[config.mk]
export PLATFORM = sky130hd
export DESIGN_NAME = conv_stream_feeder_flat
export DESIGN_NICKNAME = d
export VERILOG_FILES = /design/src/rtl/conv_pkg.sv /design/src/rtl/conv_stream_feeder_if.sv /design/src/rtl/conv_tile_buf.sv /design/src/rtl/conv_stream_feeder.sv /design/src/flat_wrapper.sv
export SDC_FILE = /design/constraint.sdc
export NUM_CORES = 2
export LEC_CHECK = 0
export BUFFER_PORTS_ARGS = -buffer_cell sky130_fd_sc_hd__buf_2
export CAP_MARGIN = 20
export CORE_ASPECT_RATIO = 0.9
export CORE_UTILIZATION = 45
export DETAILED_ROUTE_END_ITERATION = 10
export HOLD_SLACK_MARGIN = 0.02
export PLACE_DENSITY_LB_ADDON = 0.12
export SETUP_SLACK_MARGIN = 0.4
export SLEW_MARGIN = 30
export SYNTH_ARGS = -nofsm -noshare
export SYNTH_HDL_FRONTEND = slang
export SYNTH_SLANG_ARGS = --single-unit
[constraint.sdc]
create_clock -name clk -period 6.3 [get_ports clk]
set_input_delay 0.945 -clock clk [delete_from_list [all_inputs] [get_ports clk]]
set_output_delay 0.945 -clock clk [all_outputs]
set_load 0.05 [all_outputs]
[src/rtl/conv_pkg.sv]
// conv_pkg: constants and FSM encoding shared by the conv-unit feeder and the
// convolution unit itself.
//   IN_WIDTH    sample width of IFM and weight values
//   IMG_DIM     IFM tile edge, K_DIM kernel edge
//   IFM_CNT     samples per tile, W_CNT weights per kernel
//   OFM_CNT     results the conv unit returns per tile
//   WADDR_BASE  first tile-buffer address holding a weight
//   BUF_DEPTH   tile-buffer entries (IFM followed by weights)
package conv_pkg;

   localparam int IN_WIDTH   = 16;
   localparam int IMG_DIM    = 14;
   localparam int K_DIM      = 3;
   localparam int IFM_CNT    = IMG_DIM * IMG_DIM;
   localparam int W_CNT      = K_DIM * K_DIM;
   localparam int OFM_CNT    = (IMG_DIM - K_DIM + 1) * (IMG_DIM - K_DIM + 1);
   localparam int WADDR_BASE = IFM_CNT;
   localparam int BUF_DEPTH  = IFM_CNT + W_CNT;

   typedef enum logic [1:0] {
      IDLE   = 2'd0,
      STREAM = 2'd1,
      DRAIN  = 2'd2
   } fsm_state_t;

endpackage

[src/rtl/conv_stream_feeder_if.sv]
// conv_stream_feeder_if: host write/control bus plus the conv-unit stream.
//   host side : wr_en, wr_addr, wr_data, start -> feeder; busy, done, res_cnt,
//               err_extra <- feeder
//   conv side : in_valid, In_IFM, In_Weight -> conv unit; out_valid <- conv unit
// Stream semantics: there is no ready. Every cycle with in_valid=1 transfers one
// In_IFM/In_Weight pair and the conv unit must take it; every cycle with
// out_valid=1 reports exactly one result, which the feeder always accepts.
// modport master is the feeder's view, slave is the host/conv-unit view.
interface conv_stream_feeder_if;
   import conv_pkg::*;

   logic                wr_en;
   logic [7:0]          wr_addr;
   logic [IN_WIDTH-1:0] wr_data;
   logic                start;
   logic                busy;
   logic                done;
   logic [7:0]          res_cnt;
   logic                err_extra;
   logic                in_valid;
   logic [IN_WIDTH-1:0] In_IFM;
   logic [IN_WIDTH-1:0] In_Weight;
   logic                out_valid;

   modport master (
      input  wr_en, wr_addr, wr_data, start, out_valid,
      output busy, done, res_cnt, err_extra, in_valid, In_IFM, In_Weight
   );

   modport slave (
      output wr_en, wr_addr, wr_data, start, out_valid,
      input  busy, done, res_cnt, err_extra, in_valid, In_IFM, In_Weight
   );

endinterface

[src/rtl/conv_tile_buf.sv]
// conv_tile_buf: BUF_DEPTH x IN_WIDTH register file holding one IFM tile
// (addresses 0..IFM_CNT-1) and one kernel (WADDR_BASE..BUF_DEPTH-1).
//   clk      write clock
//   we       write strobe; out-of-range addresses are ignored
//   waddr    write address, wdata write data
//   ifm_idx  IFM read index  -> ifm_data (combinational, 0 when out of range)
//   w_idx    weight index    -> w_data   (combinational, 0 when out of range)
// Contents are deliberately not reset so a tile survives a run abort.
module conv_tile_buf
   import conv_pkg::*;
(
   input  logic                clk,
   input  logic                we,
   input  logic [7:0]          waddr,
   input  logic [IN_WIDTH-1:0] wdata,
   input  logic [7:0]          ifm_idx,
   input  logic [3:0]          w_idx,
   output logic [IN_WIDTH-1:0] ifm_data,
   output logic [IN_WIDTH-1:0] w_data
);

   logic [IN_WIDTH-1:0] mem [BUF_DEPTH];
   logic [7:0]          w_addr;

   always_ff @(posedge clk) begin
      if (we && (waddr < 8'(BUF_DEPTH))) begin
         mem[waddr] <= wdata;
      end
   end

   assign w_addr   = 8'(WADDR_BASE) + {4'd0, w_idx};
   assign ifm_data = (ifm_idx < 8'(IFM_CNT)) ? mem[ifm_idx] : '0;
   assign w_data   = (w_idx < 4'(W_CNT)) ? mem[w_addr] : '0;

endmodule

[src/rtl/conv_stream_feeder.sv]
// conv_stream_feeder: streams a preloaded IFM tile and kernel to the conv unit
// and counts the results it returns.
//   clk, rst_n  clock, asynchronous active-low reset
//   bus         conv_stream_feeder_if.master (host bus + conv-unit stream)
//   state_dbg   current FSM state
// On an accepted start the tile is sent as IFM_CNT back-to-back in_valid
// cycles (weights ride along on the first W_CNT cycles), then the block waits
// in DRAIN until OFM_CNT out_valid pulses have been counted and pulses done.
module conv_stream_feeder
   import conv_pkg::*;
(
   input  logic                 clk,
   input  logic                 rst_n,
   conv_stream_feeder_if.master bus,
   output fsm_state_t           state_dbg
);

   fsm_state_t          state_q, state_d;
   logic [7:0]          cnt_q, cnt_d;
   logic [7:0]          res_cnt_q, res_cnt_d;
   logic                busy_q, busy_d;
   logic                done_q, done_d;
   logic                in_valid_q, in_valid_d;
   logic [IN_WIDTH-1:0] ifm_q, ifm_d;
   logic [IN_WIDTH-1:0] w_q, w_d;
   logic                err_q, err_d;
   logic [IN_WIDTH-1:0] ifm_rd, w_rd;
   logic                buf_we, start_ok, res_inc;

   // Writes are locked out during a run; a start in the same cycle wins.
   assign buf_we = bus.wr_en && !busy_q && !bus.start;

   conv_tile_buf u_buf (
      .clk      (clk),
      .we       (buf_we),
      .waddr    (bus.wr_addr),
      .wdata    (bus.wr_data),
      .ifm_idx  (cnt_q),
      .w_idx    (cnt_q[3:0]),
      .ifm_data (ifm_rd),
      .w_data   (w_rd)
   );

   // done_q is only ever high in IDLE; a start in that cycle is ignored.
   assign start_ok = bus.start && (state_q == IDLE) && !done_q;
   assign res_inc  = bus.out_valid && (state_q != IDLE) && (res_cnt_q < 8'(OFM_CNT));

   always_ff @(posedge clk or negedge rst_n) begin
      if (!rst_n) begin
         state_q <= IDLE;
      end else begin
         state_q <= state_d;
      end
   end

   always_comb begin
      state_d    = state_q;
      cnt_d      = cnt_q;
      res_cnt_d  = res_cnt_q;
      busy_d     = busy_q;
      done_d     = 1'b0;
      in_valid_d = in_valid_q;
      ifm_d      = ifm_q;
      w_d        = w_q;
      err_d      = err_q;

      case (state_q)
         IDLE: begin
            // cnt_q rests at 0 in IDLE, so the buffer already presents entry 0.
            if (start_ok) begin
               state_d    = STREAM;
               busy_d     = 1'b1;
               in_valid_d = 1'b1;
               ifm_d      = ifm_rd;
               w_d        = w_rd;
               cnt_d      = 8'd1;
               res_cnt_d  = '0;
               err_d      = 1'b0;
            end
         end
         STREAM: begin
            if (cnt_q < 8'(IFM_CNT)) begin
               ifm_d = ifm_rd;
               w_d   = (cnt_q < 8'(W_CNT)) ? w_rd : '0;
               cnt_d = cnt_q + 8'd1;
            end else begin
               in_valid_d = 1'b0;
               ifm_d      = '0;
               w_d        = '0;
               cnt_d      = '0;
               state_d    = DRAIN;
            end
         end
         default: begin
         end
      endcase

      // Results are counted in STREAM and DRAIN; anything else is surplus.
      if (res_inc) begin
         res_cnt_d = res_cnt_q + 8'd1;
      end else if (bus.out_valid) begin
         err_d = 1'b1;
      end

      if ((state_q == DRAIN) && (res_cnt_d == 8'(OFM_CNT))) begin
         done_d  = 1'b1;
         busy_d  = 1'b0;
         state_d = IDLE;
      end
   end

   always_ff @(posedge clk or negedge rst_n) begin
      if (!rst_n) begin
         cnt_q      <= '0;
         res_cnt_q  <= '0;
         busy_q     <= 1'b0;
         done_q     <= 1'b0;
         in_valid_q <= 1'b0;
         ifm_q      <= '0;
         w_q        <= '0;
         err_q      <= 1'b0;
      end else begin
         cnt_q      <= cnt_d;
         res_cnt_q  <= res_cnt_d;
         busy_q     <= busy_d;
         done_q     <= done_d;
         in_valid_q <= in_valid_d;
         ifm_q      <= ifm_d;
         w_q        <= w_d;
         err_q      <= err_d;
      end
   end

   assign bus.busy      = busy_q;
   assign bus.done      = done_q;
   assign bus.res_cnt   = res_cnt_q;
   assign bus.err_extra = err_q;
   assign bus.in_valid  = in_valid_q;
   assign bus.In_IFM    = ifm_q;
   assign bus.In_Weight = w_q;
   assign state_dbg     = state_q;

endmodule
[src/flat_wrapper.sv]
// flat-port wrapper written by rule: the top's interface ports become plain ports
module conv_stream_feeder_flat import conv_pkg::*;
  (clk, rst_n, state_dbg, bus_wr_en, bus_wr_addr, bus_wr_data, bus_start, bus_out_valid, bus_busy, bus_done, bus_res_cnt, bus_err_extra, bus_in_valid, bus_In_IFM, bus_In_Weight);
  conv_stream_feeder_if bus_i ();
  input  logic clk;
  input  logic rst_n;
  output fsm_state_t state_dbg;
  input wire logic [$bits(bus_i.wr_en)-1:0] bus_wr_en;
  input wire logic [$bits(bus_i.wr_addr)-1:0] bus_wr_addr;
  input wire logic [$bits(bus_i.wr_data)-1:0] bus_wr_data;
  input wire logic [$bits(bus_i.start)-1:0] bus_start;
  input wire logic [$bits(bus_i.out_valid)-1:0] bus_out_valid;
  output wire logic [$bits(bus_i.busy)-1:0] bus_busy;
  output wire logic [$bits(bus_i.done)-1:0] bus_done;
  output wire logic [$bits(bus_i.res_cnt)-1:0] bus_res_cnt;
  output wire logic [$bits(bus_i.err_extra)-1:0] bus_err_extra;
  output wire logic [$bits(bus_i.in_valid)-1:0] bus_in_valid;
  output wire logic [$bits(bus_i.In_IFM)-1:0] bus_In_IFM;
  output wire logic [$bits(bus_i.In_Weight)-1:0] bus_In_Weight;
  assign bus_i.wr_en = bus_wr_en;
  assign bus_i.wr_addr = bus_wr_addr;
  assign bus_i.wr_data = bus_wr_data;
  assign bus_i.start = bus_start;
  assign bus_i.out_valid = bus_out_valid;
  assign bus_busy = bus_i.busy;
  assign bus_done = bus_i.done;
  assign bus_res_cnt = bus_i.res_cnt;
  assign bus_err_extra = bus_i.err_extra;
  assign bus_in_valid = bus_i.in_valid;
  assign bus_In_IFM = bus_i.In_IFM;
  assign bus_In_Weight = bus_i.In_Weight;
  conv_stream_feeder u_core (.clk(clk), .rst_n(rst_n), .bus(bus_i), .state_dbg(state_dbg));
endmodule
==> impl_metrics.toml <==
[run_status]
status = "completed"

[global_route]
grt_max_degree = 177
grt_pass1_wl_um = 498000
grt_pass1_vias = 62300
grt_usage_pct = 24.6
antenna_found_initial = 23
grt_remaining_overflow = 0

[clocking]
clk_path_buf_depth = 4
cts_root_buf = "clkbuf_16"
clk_latency_ps = 890
htree_levels = 5
clk_pin_slew_ps = 60
post_cts_resized = 0
cts_tree = "built"
cts_buffers = 346
cts_sinks = 3334

[place]
dp.cells = 9605
place.detailed.hpwl_um = 214000
gp_congestion = 0.867
preCtsSetupSlack_ps = 1550
port_buffers = 74

[finish]
nets = 6233
syn_to_final_growth_pct = 13.5
final_cells = 10200
regArea_sq_mm = 0.0999
nFillCells = 22200
multi_input_area_sq_mm = 0.0278
drive_above_1_share_pct = 27.3
fin_util_pct = 51.3

[floorplanning]
die_w_um = 566
rows = 186
die_h_um = 510
coreArea_sq_mm = 0.285
die-area_sq_mm = 0.289
initial_core_util_pct = 45.2
pin_count = 75

[sta]
clock_skew_ps = 47.7
drv_slew = 0
setup_tns_ps = 0
max_clock_freq_ghz = 0.224
slew_headroom_pct = 24.7
timing.final.crit_share_pct = 70.8
hold_viol = 0
timing.final.ws_setup_ps = 1840
rsz0062_at_grt = "false"
tightest_slew_ps = 1130
period_needed_ps = 4460
final-setup-viol-count = 0

[hold_path]
min_path_type = "input pin to register"
min_path_cells = 3

[detailed_routing]
drtAntennaViolNets = 0
drt_wl_total_um = 356000
vias = 62800
firstDrtPassIters = 9
routed_via_density = 6.13
post_drt_wl_per_cell_um = 34.8
drt_iter0_markers = 7948
drc = 0

[yosys]
synthArstFlopShare_pct = 1.62
synth-seq-cells = 3334
synth-edff-count = 3280
synthCells = 5845
avgSynthCellArea_sq_um = 22.1
synth_warnings = 0
ys_seq_area_share_pct = 77.4
syn_nets = 5880
synth_ff_type = "edfxtp_1"
syn-cell-area_sq_mm = 0.129
yosysUniqueCellTypes = 69

[power]
p_leak_nw = 48.2
power_density_mw_per_mm2 = 308
ir_worst_vdd_v = 0.000238

[job]
maxCapViolations = 0

[worst_setup_path]
cp-end-kind = "register"
r2r_slack_ps = 1840
crit_required_ps = 7070
rr_worst_depth = 9
cp-start-kind = "register"
cp_data_arrival_time_ps = 5230
path_class = "register to register"
critPathMaxFanout = 23
==> final cells by class <==
class / instances / share of cell area (%)
Antenna cell: 6 / 0.0103
Clock buffer: 420 / 6.23
Inverter: 10 / 0.0359
Multi-Input combinational cell: 2157 / 19.0
Timing Repair Buffer: 349 / 2.02
Tap cell: 3760 / 3.21
Clock inverter: 209 / 1.26
Sequential cell: 3334 / 68.2
==> what timing repair did <==
| item | in CTS | in global routing |
|---|---|---|
| hold buffers | 1 | 0 |
| hold endpoints to repair | 8 | 0 |
| setup buffers | 0 | 0 |
==> state kept, by name (all words and copies together), names as in the netlist <==
register and flops:
u_core.cnt_q 8, u_core.u_buf.mem 3280, u_core.bus.err_extra 1, u_core.bus.done 1, u_core.state_dbg 2, u_core.bus.In_Weight 16
u_core.bus.busy 1, u_core.bus.in_valid 1, u_core.bus.In_IFM 16, u_core.bus.res_cnt 8
==> cell usage after synthesis (13+ instances only) <==
library cell | number | area share [%]
mux4_2 | 791 | 14
a31oi_1 | 22 | 0.11
buf_4 | 36 | 0.21
a22oi_1 | 86 | 0.50
nor3_1 | 18 | 0.070
o211ai_1 | 17 | 0.099
nand3_1 | 32 | 0.12
clkbuf_1 | 145 | 0.42
a221oi_1 | 114 | 0.77
a22o_1 | 15 | 0.10
nor2_1 | 267 | 0.78
nand2b_1 | 14 | 0.068
a211oi_1 | 13 | 0.076
dfrtp_1 | 54 | 1.0
a221o_1 | 16 | 0.12
a32o_1 | 17 | 0.13
nor2b_1 | 19 | 0.092
o21ai_1 | 19 | 0.074
edfxtp_1 | 3280 | 76
a21oi_1 | 58 | 0.23
buf_2 | 81 | 0.31
buf_6 | 42 | 0.37
mux2i_1 | 305 | 2.4
buf_1 | 34 | 0.099
nand2_1 | 119 | 0.35
o21ai_0 | 80 | 0.31
==> logic make-up (layout without fill, tap and decap cells) <==
group,count (synthesis),count (layout),share of synthesized area [%]
flip-flops,3334,3334,77.4
other,0,6,0
adder cells (fa/ha/maj),6,6,0.0582
buffers and inverters,354,988,1.51
AND/OR/NAND/NOR,512,512,1.73
multiplexers,1101,1101,16.2
AO/OA/AOI/OAI,538,538,3.05
==> layout by cell type, fill, tap and decap left out, drive strengths merged, types with 18 or more instances in the layout <==
cell type     n
a21oi        58
a221oi      116
a22oi        86
a31oi        22
buf         340
bufinv       27
clkbuf      428
clkinv      165
dfrtp        54
edfxtp     3280
mux2i       305
mux4        791
nand2       119
nand3        32
nor2        267
nor2b        19
nor3         18
o21ai        99
==> metrics by stage <==
step                total power (W)  hold slack [ps]  area, sq um
detailed placement           0.0256              482       135000
floorplan                    0.0250              649       129000
CTS                          0.0454              274       146000
global placement             0.0255              468       135000
global route                 0.0462              293       146000
finish                       0.0451              352       146000
==> report_power, final <==
group,internal (W),switching (W)
clock,0.0114,0.00854
sequential,0.0244,0.0000298
combinational,0.0000872,0.000610
total,0.0359,0.00918
==> worst max-delay path, cell delays in order (launching register included) <==
cell and delay [ps]:
dfrtp_4 850, buf_4 380, buf_4 490, mux4_2 560, a22o_1 230, a221oi_1 490
o22ai_1 340, o32ai_1 610, a31oi_1 210, o31a_1 140
==> per-layer routing <==
metal | track usage, % | part of all wire [%]
met3 | 4.53 | 7.7
met4 | 5.59 | 2.4
met5 | 0.357 | 0.076
met2 | 38.2 | 47
met1 | 36.4 | 43
==> path summary, 6_finish.rpt <==
check	start	end
setup / recovery	u_core.cnt_q[0]	u_core.bus.In_IFM[14]
hold / removal	bus_out_valid	u_core.bus.err_extra
setup reg to reg	u_core.cnt_q[0]	u_core.bus.In_IFM[14]
hold reg to reg	u_core.bus.In_Weight[11]	u_core.bus.In_Weight[11]
max in group asynchronous	rst_n	u_core.cnt_q[2]
min in group asynchronous	rst_n	u_core.bus.In_Weight[10]
Note: power is estimated with default switching activity, not from simulation.
